<file path="src/rtl/npu_pkg.sv">
// rtl/npu_pkg.sv - shared state type and buffer timing constant for the weight path
package npu_pkg;
  typedef enum logic [1:0] {WF_IDLE, WF_FETCH, WF_DRAIN, WF_DONE} wf_state_e;
  localparam int WBUF_RD_LATENCY = 2;
endpackage

</file>
<file path="src/rtl/npu_sync_fifo.sv">
// rtl/npu_sync_fifo.sv - synchronous FIFO with occupancy count, async active-low reset
module npu_sync_fifo #(
  parameter int WIDTH = 129,
  parameter int DEPTH = 4
) (
  input  logic                       clk,
  input  logic                       rst_n,
  input  logic                       push,
  input  logic [WIDTH-1:0]           push_data,
  input  logic                       pop,
  output logic [WIDTH-1:0]           head,
  output logic [$clog2(DEPTH+1)-1:0] count,
  output logic                       empty
);
  localparam int CW = $clog2(DEPTH+1);
  localparam int PW = (DEPTH > 1) ? $clog2(DEPTH) : 1;
  localparam logic [PW-1:0] LAST_PTR = PW'(DEPTH - 1);
  localparam logic [CW-1:0] FULL_CNT = CW'(DEPTH);

  logic [WIDTH-1:0] mem [DEPTH];
  logic [PW-1:0]    wr_ptr, rd_ptr;
  logic             do_push, do_pop;

  assign empty   = (count == '0);
  assign do_push = push & (count != FULL_CNT);
  assign do_pop  = pop & ~empty;
  assign head    = mem[rd_ptr];

  always_ff @(posedge clk or negedge rst_n) begin
    if (!rst_n) begin
      wr_ptr <= '0;
      rd_ptr <= '0;
      count  <= '0;
      for (int i = 0; i < DEPTH; i++) mem[i] <= '0;
    end else begin
      if (do_push) begin
        mem[wr_ptr] <= push_data;
        wr_ptr      <= (wr_ptr == LAST_PTR) ? '0 : wr_ptr + 1'b1;
      end
      if (do_pop) rd_ptr <= (rd_ptr == LAST_PTR) ? '0 : rd_ptr + 1'b1;
      case ({do_push, do_pop})
        2'b10:   count <= count + 1'b1;
        2'b01:   count <= count - 1'b1;
        default: count <= count;
      endcase
    end
  end
endmodule

</file>
<file path="src/rtl/weight_fetch_sched.sv">
// rtl/weight_fetch_sched.sv - weight buffer read sequencer / DMA write arbiter
// Optional perf counters: define WEIGHT_FETCH_PERF_EN.
module weight_fetch_sched
  import npu_pkg::*;
#(
  parameter int DATA_WIDTH   = 128,
  parameter int ADDR_WIDTH   = 14,
  parameter int LEN_WIDTH    = 14,
  parameter int REP_WIDTH    = 8,
  parameter int FIFO_DEPTH   = 4,
  parameter int RD_BURST_MAX = 8
) (
  input  logic                  clk,
  input  logic                  rst_n,
  input  logic                  cmd_valid,
  output logic                  cmd_ready,
  input  logic [ADDR_WIDTH-1:0] cmd_base,
  input  logic [LEN_WIDTH-1:0]  cmd_len,
  input  logic [REP_WIDTH-1:0]  cmd_repeat,
  input  logic                  dma_wr_valid,
  output logic                  dma_wr_ready,
  input  logic [ADDR_WIDTH-1:0] dma_wr_addr,
  input  logic [DATA_WIDTH-1:0] dma_wr_data,
  output logic                  buf_wr_en,
  output logic [ADDR_WIDTH-1:0] buf_wr_addr,
  output logic [DATA_WIDTH-1:0] buf_wr_data,
  output logic                  buf_rd_en,
  output logic [ADDR_WIDTH-1:0] buf_rd_addr,
  input  logic [DATA_WIDTH-1:0] buf_rd_data,
  input  logic                  buf_rd_valid,
  output logic                  w_valid,
  input  logic                  w_ready,
  output logic [DATA_WIDTH-1:0] w_data,
  output logic                  w_last,
  output logic                  busy,
`ifdef WEIGHT_FETCH_PERF_EN
  output logic [31:0]           perf_stall_cycles,
  output logic [31:0]           perf_wr_preempt,
`endif
  output logic                  done
);
  localparam int OW   = $clog2(WBUF_RD_LATENCY + 1);
  localparam int CW   = $clog2(FIFO_DEPTH + 1);
  localparam int SW   = $clog2(RD_BURST_MAX + 1);
  localparam int SUMW = ((OW > CW) ? OW : CW) + 1;
  localparam logic [SUMW-1:0] DEPTH_C = SUMW'(FIFO_DEPTH);
  localparam logic [SW-1:0]   BURST_C = SW'(RD_BURST_MAX);

  wf_state_e                  state;
  logic [ADDR_WIDTH-1:0]      base_q;
  logic [LEN_WIDTH-1:0]       len_q, offset;
  logic [REP_WIDTH-1:0]       passes_q, pass_q;
  logic [OW-1:0]              outstanding;
  logic [WBUF_RD_LATENCY-1:0] tag_sr;
  logic [SW-1:0]              rd_streak;
  logic [CW-1:0]              fifo_count;
  logic                       fifo_empty;
  logic [DATA_WIDTH:0]        fifo_head;
  logic                       accept, credit, read_req, last_read, ret_valid, pop;

  assign accept    = cmd_valid & cmd_ready;
  assign credit    = (SUMW'(outstanding) + SUMW'(fifo_count)) < DEPTH_C;
  assign read_req  = (state == WF_FETCH) & credit;
  assign last_read = (offset == len_q - LEN_WIDTH'(1)) & (pass_q == passes_q - REP_WIDTH'(1));

  assign dma_wr_ready = dma_wr_valid & (~read_req | (rd_streak >= BURST_C));
  assign buf_wr_en    = dma_wr_valid & dma_wr_ready;
  assign buf_wr_addr  = dma_wr_addr;
  assign buf_wr_data  = dma_wr_data;
  assign buf_rd_en    = read_req & ~buf_wr_en;
  assign buf_rd_addr  = base_q + ADDR_WIDTH'(offset);

  // Returns arriving with nothing outstanding belong to a command killed by reset.
  assign ret_valid = buf_rd_valid & (outstanding != '0);
  assign w_valid   = ~fifo_empty;
  assign w_data    = fifo_head[DATA_WIDTH-1:0];
  assign w_last    = fifo_head[DATA_WIDTH];
  assign pop       = w_valid & w_ready;

  always_ff @(posedge clk or negedge rst_n) begin
    if (!rst_n) begin
      state     <= WF_IDLE;
      cmd_ready <= 1'b1;
      busy      <= 1'b0;
      done      <= 1'b0;
      base_q    <= '0;
      len_q     <= '0;
      passes_q  <= '0;
      offset    <= '0;
      pass_q    <= '0;
    end else begin
      done <= 1'b0;
      case (state)
        WF_IDLE: if (accept) begin
          base_q    <= cmd_base;
          len_q     <= cmd_len;
          passes_q  <= (cmd_repeat == '0) ? REP_WIDTH'(1) : cmd_repeat;
          offset    <= '0;
          pass_q    <= '0;
          cmd_ready <= 1'b0;
          busy      <= 1'b1;
          if (cmd_len == '0) begin
            state <= WF_DONE;
            done  <= 1'b1;
          end else begin
            state <= WF_FETCH;
          end
        end
        WF_FETCH: if (buf_rd_en) begin
          if (offset == len_q - LEN_WIDTH'(1)) begin
            offset <= '0;
            pass_q <= pass_q + 1'b1;
          end else begin
            offset <= offset + 1'b1;
          end
          if (last_read) state <= WF_DRAIN;
        end
        WF_DRAIN: if (outstanding == '0 && fifo_empty) begin
          state <= WF_DONE;
          done  <= 1'b1;
        end
        default: begin
          state     <= WF_IDLE;
          cmd_ready <= 1'b1;
          busy      <= 1'b0;
        end
      endcase
    end
  end

  always_ff @(posedge clk or negedge rst_n) begin
    if (!rst_n) begin
      outstanding <= '0;
      tag_sr      <= '0;
      rd_streak   <= '0;
    end else begin
      case ({buf_rd_en, ret_valid})
        2'b10:   outstanding <= outstanding + 1'b1;
        2'b01:   outstanding <= outstanding - 1'b1;
        default: outstanding <= outstanding;
      endcase
      tag_sr <= {tag_sr[WBUF_RD_LATENCY-2:0], buf_rd_en & last_read};
      if (!dma_wr_valid || buf_wr_en) rd_streak <= '0;
      else if (buf_rd_en && rd_streak != BURST_C) rd_streak <= rd_streak + 1'b1;
    end
  end

  npu_sync_fifo #(
    .WIDTH(DATA_WIDTH + 1),
    .DEPTH(FIFO_DEPTH)
  ) u_out_fifo (
    .clk      (clk),
    .rst_n    (rst_n),
    .push     (ret_valid),
    .push_data({tag_sr[WBUF_RD_LATENCY-1], buf_rd_data}),
    .pop      (pop),
    .head     (fifo_head),
    .count    (fifo_count),
    .empty    (fifo_empty)
  );

`ifdef WEIGHT_FETCH_PERF_EN
  always_ff @(posedge clk or negedge rst_n) begin
    if (!rst_n) begin
      perf_stall_cycles <= '0;
      perf_wr_preempt   <= '0;
    end else if (accept) begin
      perf_stall_cycles <= '0;
      perf_wr_preempt   <= '0;
    end else begin
      if (busy && w_valid && !w_ready && perf_stall_cycles != '1)
        perf_stall_cycles <= perf_stall_cycles + 1'b1;
      if (buf_wr_en && read_req && perf_wr_preempt != '1)
        perf_wr_preempt <= perf_wr_preempt + 1'b1;
    end
  end
`endif
endmodule

</file>
<file path="config.mk">
export PLATFORM = sky130hd
export DESIGN_NAME = weight_fetch_sched
export DESIGN_NICKNAME = d
export VERILOG_FILES = /design/src/rtl/npu_pkg.sv /design/src/rtl/npu_sync_fifo.sv /design/src/rtl/weight_fetch_sched.sv
export SDC_FILE = /design/constraint.sdc
export NUM_CORES = 1
export LEC_CHECK = 0
export CAP_MARGIN = 10
export CELL_PAD_IN_SITES_DETAIL_PLACEMENT = 0
export CELL_PAD_IN_SITES_GLOBAL_PLACEMENT = 1
export CORE_MARGIN = 4
export CORE_UTILIZATION = 45
export CTS_CLUSTER_SIZE = 28
export DETAILED_ROUTE_END_ITERATION = 12
export HOLD_SLACK_MARGIN = 0.15
export PLACE_DENSITY = 0.94
export SLEW_MARGIN = 20
export SYNTH_ARGS = -nofsm -noshare
export SYNTH_HDL_FRONTEND = slang
export SYNTH_SLANG_ARGS = --single-unit
</file>
<file path="constraint.sdc">
create_clock -name clk -period 4.35 [get_ports clk]
set_input_delay 0.6525 -clock clk [delete_from_list [all_inputs] [get_ports clk]]
set_output_delay 0.6525 -clock clk [all_outputs]
set_load 0.01 [all_outputs]
</file>
==> results.ini <==
[global_route]
grt.met2_usage_pct=33.76
grtUsageTotal_pct=19.58
overflow=0
antenna_found_initial=13
met1_usage_pct=23.45
grt_pass1_wl_um=104200
grtUsageMet3_pct=6.384
grt_max_degree=112
busiest_layer=met2
grt_pass1_vias=18805

[place]
post-dp-hpwl_um=42910
gp_routability_congestion=0.8490
dp_slack_ps=838.3
numPortBuffers=319

[pwr]
p_leak_nw=14.15
peakVddDrop_uv=526.2
p_clk_share_pct=21.0
p_sw_share_pct=31.40
p_int_w=0.01923
pwr-share-seq_pct=34.9
power.switching_w=0.008803
power.total_w=0.02804
comb_power_share_pct=44.0
powerDensity_mw_per_mm2=831.4

[critical_path]
cp_max_fo=5
startpoint_type=register
r2r_slack_ps=1130
r2r_start=len_q[0]
endpoint_kind=primary output
crit_required_ps=3700
setup.worst_path.class=reg -> out
cp.arrival_ps=3360
r2r_cells=9
regToRegEndpoint=pass_q[4]
crit_path_end=buf_rd_addr[13]
crit_path_start=offset[1]

[logic_synthesis]
synth_top_area_cell=dfrtp_1
avgSynthCellArea_um2=14.69
synth-edff-count=0
synth_seq_cells=594
synth_fp_nets=2256
syn_inst=1911
synth.top_cell.area_share_pct=52.85
yosysSeqAreaShare_pct=52.94
synthDistinctLibCells=66
yosys-top-cells-area=dfrtp_1 (53%), mux2_2 (22%), mux4_2 (10%)
synth-warning-count=0
syn_area_mm2=0.02808
ys.flop_type=dfrtp_1
synthArstFlopShare_pct=100.0

[hold_path]
hold_class=in -> async

[clock_tree]
hold_buffers=0
cts.clk_slew.worst_paths_ps=60
h-tree-depth=3
clockBufferDepth=3
cts_tree=yes
clock_latency_ps=590
cts-root-buf=clkbuf_16
clock-sinks=594
cts_buffers=66

[timing]
fin_crit_ps=4008
fmaxAchievable_mhz=249.5
setup_viol=0
tns_ps=0
hold_viol_final=0
fin_ws_ps=342.3
maxSlewViolCount=0
clock_skew_ps=17.65
rsz0062_at_grt=false
worst_pin_slew_ps=1001
slew_headroom_pct=33.27
post-route-period-util_pct=92.13

[floorplanning]
rows=91
io_pins=604
core_mm2=0.06171
start_util_pct=45.50
dieArea_mm2=0.06646
fp.dieH_um=257.8
die_w_um=257.8

[status]
status=finished clean

[detailed_routing]
ant_nets=0
drtIter0Drc=852
dr_total_vias=16520
viasPerCell=5.542
wl_per_cell_um=21.78
drtPass1Iterations=4
drc=0
drt_wl_total_um=64930

[final_layout]
nets=2433
syn_to_final_growth_pct=20.10
drive_gt1_share_pct=39.15

[job]
cap_violations=0

state kept, by name, summed over array words and instances (netlist names):
register           flops
rd_streak              4
pass_q                 8
outstanding            2
u_out_fifo.rd_ptr      2
done                   1
tag_sr                 2
u_out_fifo.mem       516
len_q                 14
state                  2
busy                   1
passes_q               8
u_out_fifo.count       3
u_out_fifo.wr_ptr      2
base_q                14
offset                14
cmd_ready              1
power groups by stage:
| stage | sequential (W) | clock (W) | combinational, W |
|---|---|---|---|
| 2_1_floorplan | 0.00920 | 0 | 0.00798 |
| 3_5_place_dp | 0.00985 | 0 | 0.0125 |
| 6_report | 0.00979 | 0.00589 | 0.0123 |
| 5_1_grt | 0.0101 | 0.00628 | 0.0132 |
| 4_1_cts | 0.00978 | 0.00604 | 0.0125 |
| 3_3_place_gp | 0.00952 | 0 | 0.0121 |
through the flow:
step	hold slack (ps)	util [%]	std cells	cell area, um2
floorplan	331.2	-	1911	28080
global placement	347.1	50.85	2857	31380
detailed placement	343.5	50.85	2857	31380
CTS	179.8	54.61	2975	33700
global route	195.7	54.64	2981	33720
finish	143.3	54.64	2981	33720
worst min path at each step:
stage	to	depth (start not counted)	slack, ps
after floorplan	tag_sr[1]	0	330
after global placement	tag_sr[1]	0	350
after detailed placement	tag_sr[1]	0	340
after CTS	u_out_fifo.mem[193]	1	180
after global routing	u_out_fifo.mem[448]	1	200
final	u_out_fifo.mem[193]	1	140
repair_timing:
item | in CTS | in global routing
endpoints found under the setup margin | 0 | 2
gates resized for setup | 0 | 4
buffers inserted | 0 | 0
synth_stat cells, types with 10 or more instances:
cell type / instances
dfrtp_1: 593
mux2_2: 553
buf_4: 143
mux4_2: 129
clkbuf_1: 78
nor2_1: 45
nand2_1: 34
inv_1: 33
xnor2_1: 33
ha_1: 31
o21ai_0: 23
xor2_1: 22
buf_1: 20
nand3_1: 20
nor3_1: 17
nor4_1: 13
a21oi_1: 10
routing by layer:
layer / vias up / wire (um)
li1: 7216 / -
met1: 8669 / 25610
met2: 485 / 32900
met3: 136 / 4313
met4: 14 / 2011
met5: - / 96
placed cells by master, fill, tap and decap left out, drive strengths merged, types with 17 or more instances in the layout:
cell type,n
nor3,17
o21ai,24
ha,31
nor2,45
mux4,129
mux2,553
clkdlybuf4s50,318
clkbuf,95
nand3,20
nand2,34
inv,37
dfrtp,593
buf,34
xnor2,33
xor2,22
cell type report:
class	instances	area [um2]
clock buffers	95	1903
repair buffers	352	3671
well taps	837	1047
inverters	34	127.6
flip-flops and latches	594	14870
fillers	4893	27990
clock inverters	23	412.9
diodes	6	15.01
multi-input cells	1040	11670
kinds of logic after synthesis:
group	share of synthesized area, %
mux	32.60
fa+ha+maj	1.560
compound gates	2.219
flops	52.94
simple gates	3.324
xor+xnor	1.716
buf+inv	5.646
critical path, stage by stage, from the launching register on:
cell and delay [ps]:
dfrtp_1 430, ha_1 310, a21o_1 180, a21oi_1 260, o21ai_0 190, a31oi_1 230, a211oi_1 160, and4_1 230
nor3_1 200, clkdlybuf4s50_1 570
Note: power is estimated with default switching activity, not from simulation.
==> RTL edit 1: new RTL, same settings <==
The parameter `ADDR_WIDTH` goes from 14 to 15.
--- a/src/rtl/weight_fetch_sched.sv
+++ b/src/rtl/weight_fetch_sched.sv
@@ -4,7 +4,7 @@
   import npu_pkg::*;
 #(
   parameter int DATA_WIDTH   = 128,
-  parameter int ADDR_WIDTH   = 14,
+  parameter int ADDR_WIDTH   = 15,
   parameter int LEN_WIDTH    = 14,
   parameter int REP_WIDTH    = 8,
   parameter int FIFO_DEPTH   = 4,
Interface: changed (resized buf_rd_addr, buf_wr_addr, cmd_base and dma_wr_addr); port bits go from 604 to 608. The function was not compared with the original's and may differ.
==> RTL edit 1 against the unedited design <==
  * Area after synthesis rose by 0.12%
  * Final area rose by 0.26%
  * Power fell by 0.69%
  * Critical endpoint is now buf_rd_addr[14]
  * Largest power group unchanged
  * Clock skew fell by 0.0023 ns
  * Sequential cell count rose by 1
  * Setup slack got worse by 0.15 ns
  * Synthesized cell count fell by 0.21%
  * Wire length rose by 1.8%
==> RTL edit 1: results <==
group,metric,value,unit
run_status,status,"complete, no violations",
logic_synthesis,ys_seq_area_share,53.0,%
place,io_buffers,321,
cells_and_area,layout-drive-gt1-share,40.1,%
detailed_routing,wl,66100,microns
detailed_routing,wl_met2,33300,microns
global_routing,grt_pass1_vias,18800,
logic_synthesis,yosys-top-cells-area,"dfrtp_1, mux2_2, mux4_2",
cells_and_area,fill_cells,4867,
sta,skew,0.0153,ns
hold_path,hp-class,"flop to flop",
global_routing,grt_usage,19.9,%
logic_synthesis,synth.avg_cell_area,14.7,sq um
worst_setup_path,worstPathArrival,3.50,ns
detailed_routing,post_drt_wl_per_cell,22.2,microns
detailed_routing,via_per_inst,5.58,
global_routing,grt_start_max_net_pins,126,
logic_synthesis,synth_common_cells,"dfrtp_1, mux2_2, buf_4, mux4_2, clkbuf_1",
worst_setup_path,reg2reg_setup_slack,0.89,ns
pwr,leakage,14.3,nW
place,dp.cells,2861,
place,gp_congestion,0.846,
worst_setup_path,max_stage_delay,0.60,ns
global_routing,grt_first_pass_wirelength,106000,microns
sta,slew_headroom,32.7,%
detailed_routing,wl_met1,26000,microns
cells_and_area,nNetsFinal,2442,
worst_setup_path,regToRegEndpoint,"offset[6]",
logic_synthesis,synthesis.nets,2255,
detailed_routing,met3_length,4810,microns
pwr,ir_drop,0.000435,V
[RTL edit 1: metal layers]
metal / GRT usage [%] / vias up
met2: 33.5 / 499
met3: 6.70 / 109
met5: 0 / -
li1: - / 7265
met1: 24.0 / 8780
met4: 7.25 / 4
[RTL edit 1: worst max-delay path by stage]
| stage | startpoint | end | slack, ns |
|---|---|---|---|
| floorplan | len_q[0] | state[1] | 1.32 |
| global placement | offset[0] | buf_rd_addr[14] | 0.66 |
| detailed placement | offset[0] | buf_rd_addr[14] | 0.70 |
| CTS | offset[0] | buf_rd_addr[14] | 0.03 |
| global route | offset[0] | buf_rd_addr[14] | 0.01 |
| finish | offset[0] | buf_rd_addr[14] | 0.19 |
[RTL edit 1: kinds of logic after synthesis]
logic type / share of synthesized area [%]
mux: 32.7
flops: 53.0
buf+inv: 5.63
simple gates: 3.48
compound gates: 2.08
xor+xnor: 1.59
fa+ha+maj: 1.57
[RTL edit 1: layout make-up]
cell class	instances	share of cell area [%]
sequential	595	44.1
multi-input combinational	1036	34.6
timing repair buffer	365	11.2
clock buffer	91	5.76
tap	837	3.10
clock inverter	25	0.973
inverter	30	0.333
antenna	4	0.0296
[RTL edit 1: power breakdown]
group / internal [mW] / switching [mW] / total (mW)
logic: 7.33 / 4.86 / 12.2
clock network: 3.50 / 2.25 / 5.75
registers: 8.26 / 1.65 / 9.91
[RTL edit 1: stage by stage]
stage / setup WS [ns] / power, mW / hold WS [ns] / utilization (%)
finish: 0.195 / 27.8 / 0.387 / 54.7
global route: 0.0115 / 29.4 / 0.407 / 54.7
CTS: 0.0296 / 28.2 / 0.211 / 54.6
detailed placement: 0.696 / 22.3 / 0.375 / 50.9
global placement: 0.661 / 21.6 / 0.364 / 50.9
floorplan: 1.32 / 17.1 / 0.331 / -
==> RTL edit 2: new RTL, config.mk and constraints unchanged <==
Without the edit above. The 4 states of `wf_state_e` get a Gray code encoding in 2 bits.
--- a/src/rtl/npu_pkg.sv
+++ b/src/rtl/npu_pkg.sv
@@ -1,6 +1,6 @@
 // rtl/npu_pkg.sv - shared state type and buffer timing constant for the weight path
 package npu_pkg;
-  typedef enum logic [1:0] {WF_IDLE, WF_FETCH, WF_DRAIN, WF_DONE} wf_state_e;
+  typedef enum logic [1:0] {WF_IDLE = 2'b00, WF_FETCH = 2'b01, WF_DRAIN = 2'b11, WF_DONE = 2'b10} wf_state_e;
   localparam int WBUF_RD_LATENCY = 2;
 endpackage
 
Function: no difference found for any inputs over 4 cycles, from zero or initial values and one cycle with rst_n low; so few cycles prove little.
==> RTL edit 2 against the unedited design <==
  * Area after synthesis fell by 0.58%
  * Final area fell by 1.4%
  * Sequential share of layout area rose by 0.64 points
  * Wire length fell by 1.9%
  * Global-route usage fell by 0.18 points
  * Setup slack got worse by 0.074 ns
  * Sequential cell count did not move
  * Count of clock-buffer cells in the layout fell by 3
  * Largest cell class unchanged
  * Highest routed layer unchanged
Power is not compared: it rests on default switching activity, and its combinational part moved more than twofold at a synthesized area within 25%.
==> RTL edit 2: results <==
group,metric,value,unit
run_status,status,"complete, no violations",
global_routing,grt_start_max_net_pins,130,
place,gp_congestion,0.786,
sta,skew,0.0182,ns
cts,insertion_delay,0.60,ns
logic_synthesis,synthesis.nets,2224,
logic_synthesis,yosys-top-cells-area,"dfrtp_1, mux2_2, mux4_2",
worst_setup_path,max_stage_delay,0.56,ns
cts,root_buffer,"clkbuf_16",
place,dp_slack,0.901,ns
logic_synthesis,ys_seq_area_share,53.2,%
cells_and_area,nNetsFinal,2401,
worst_setup_path,worstPathArrival,3.43,ns
detailed_routing,drt_iter0_markers,732,
detailed_routing,vias,16100,
logic_synthesis,postSynth.asyncResetShare,100,%
global_routing,grt_pass1_vias,18300,
global_routing,grt_first_pass_wirelength,103000,microns
detailed_routing,wl,63700,microns
cells_and_area,largest_reg_flops,516,
logic_synthesis,synth_common_cells,"dfrtp_1, mux2_2, buf_4, mux4_2, clkbuf_1",
hold_path,hp-class,"primary input to asynchronous set/reset pin",
place,dp_hpwl,41700,microns
sta,worst_pin_slew,0.957,ns
detailed_routing,firstDrtPassIters,5,
global_routing,antenna_found_initial,10,
pwr,ir_drop,0.000310,V
cells_and_area,layout-drive-gt1-share,40.0,%
cts,post_cts_resize_count,0,
cells_and_area,regMostFlops,"u_out_fifo.mem",
global_routing,grt_usage,19.4,%
cts,cts_setup_buffers,0,
cells_and_area,fill_cells,4852,
logic_synthesis,ys_types,63,
worst_setup_path,path_delay_family,"compound AO/OA/AOI/OAI gates",
cts,htreeDepth,3,
worst_setup_path,crit_path_max_fanout,5,
logic_synthesis,synth_flop_cell,"dfrtp_1",
place,placed_area,0.0311,sq mm
worst_setup_path,critPathSlowestCell,"clkdlybuf4s50_1",
[RTL edit 2: cells by family after synthesis]
family	Yosys count	synth area share, %
AO/OA/AOI/OAI	78	1.89
XOR/XNOR	56	1.76
adder cells (fa/ha/maj)	33	1.53
buffers and inverters	271	5.66
flip-flops	594	53.2
multiplexers	683	32.7
AND/OR/NAND/NOR	164	3.17
[RTL edit 2: routing by layer]
metal / track usage, % / share of wire [%]
met1: 23.5 / 40
met2: 32.5 / 49
met3: 7.02 / 7.4
met4: 6.36 / 3.1
met5: 0 / 0.053
[RTL edit 2: worst paths after layout]
check                           from                   to  slack [ns]  cells after the start
min reg2reg                tag_sr[0]            tag_sr[1]        0.37                      0
max in group asynchronous      rst_n            cmd_ready        3.11                      2
max                        offset[1]      buf_rd_addr[13]        0.27                     10
min                            rst_n  u_out_fifo.mem[303]        0.16                      1
max reg2reg                 len_q[0]            pass_q[6]        1.07                     10
min in group clk           tag_sr[0]            tag_sr[1]        0.37                      0
[RTL edit 2: area by class of cell]
type | instances | area (sq um) | share of cell area (%)
well taps | 837 | 1050 | 3.15
repair buffers | 350 | 3590 | 10.8
multi-input cells | 1014 | 11500 | 34.6
diodes | 8 | 20.0 | 0.0602
flip-flops and latches | 594 | 14900 | 44.7
clock inverters | 26 | 214 | 0.644
clock buffers | 92 | 1870 | 5.63
inverters | 30 | 113 | 0.339
[RTL edit 2: power breakdown]
part           internal (mW)  leakage [nW]  switching [mW]
clock network           3.09          1.02            2.26
registers               5.53          8.26               0
logic                  0.153          6.69           0.181
total                   8.77          16.0            2.44
[RTL edit 2: through the flow]
step	hold slack, ns	util (%)	std cells
2_1_floorplan	0.331	-	1879
3_3_place_gp	0.352	50.5	2825
3_5_place_dp	0.350	50.5	2825
4_1_cts	0.176	53.9	2943
5_1_grt	0.210	54.0	2949
6_report	0.161	54.0	2951
[RTL edit 2: worst register-to-register path: stages, from the launching register on]
cell       delay (ns)
dfrtp_1          0.43
inv_1            0.08
ha_1             0.21
or4b_1           0.54
or2_2            0.35
a2111oi_0        0.42
a211o_2          0.19
and2_2           0.16
a21oi_2          0.14
or4_1            0.54
a21oi_1          0.15
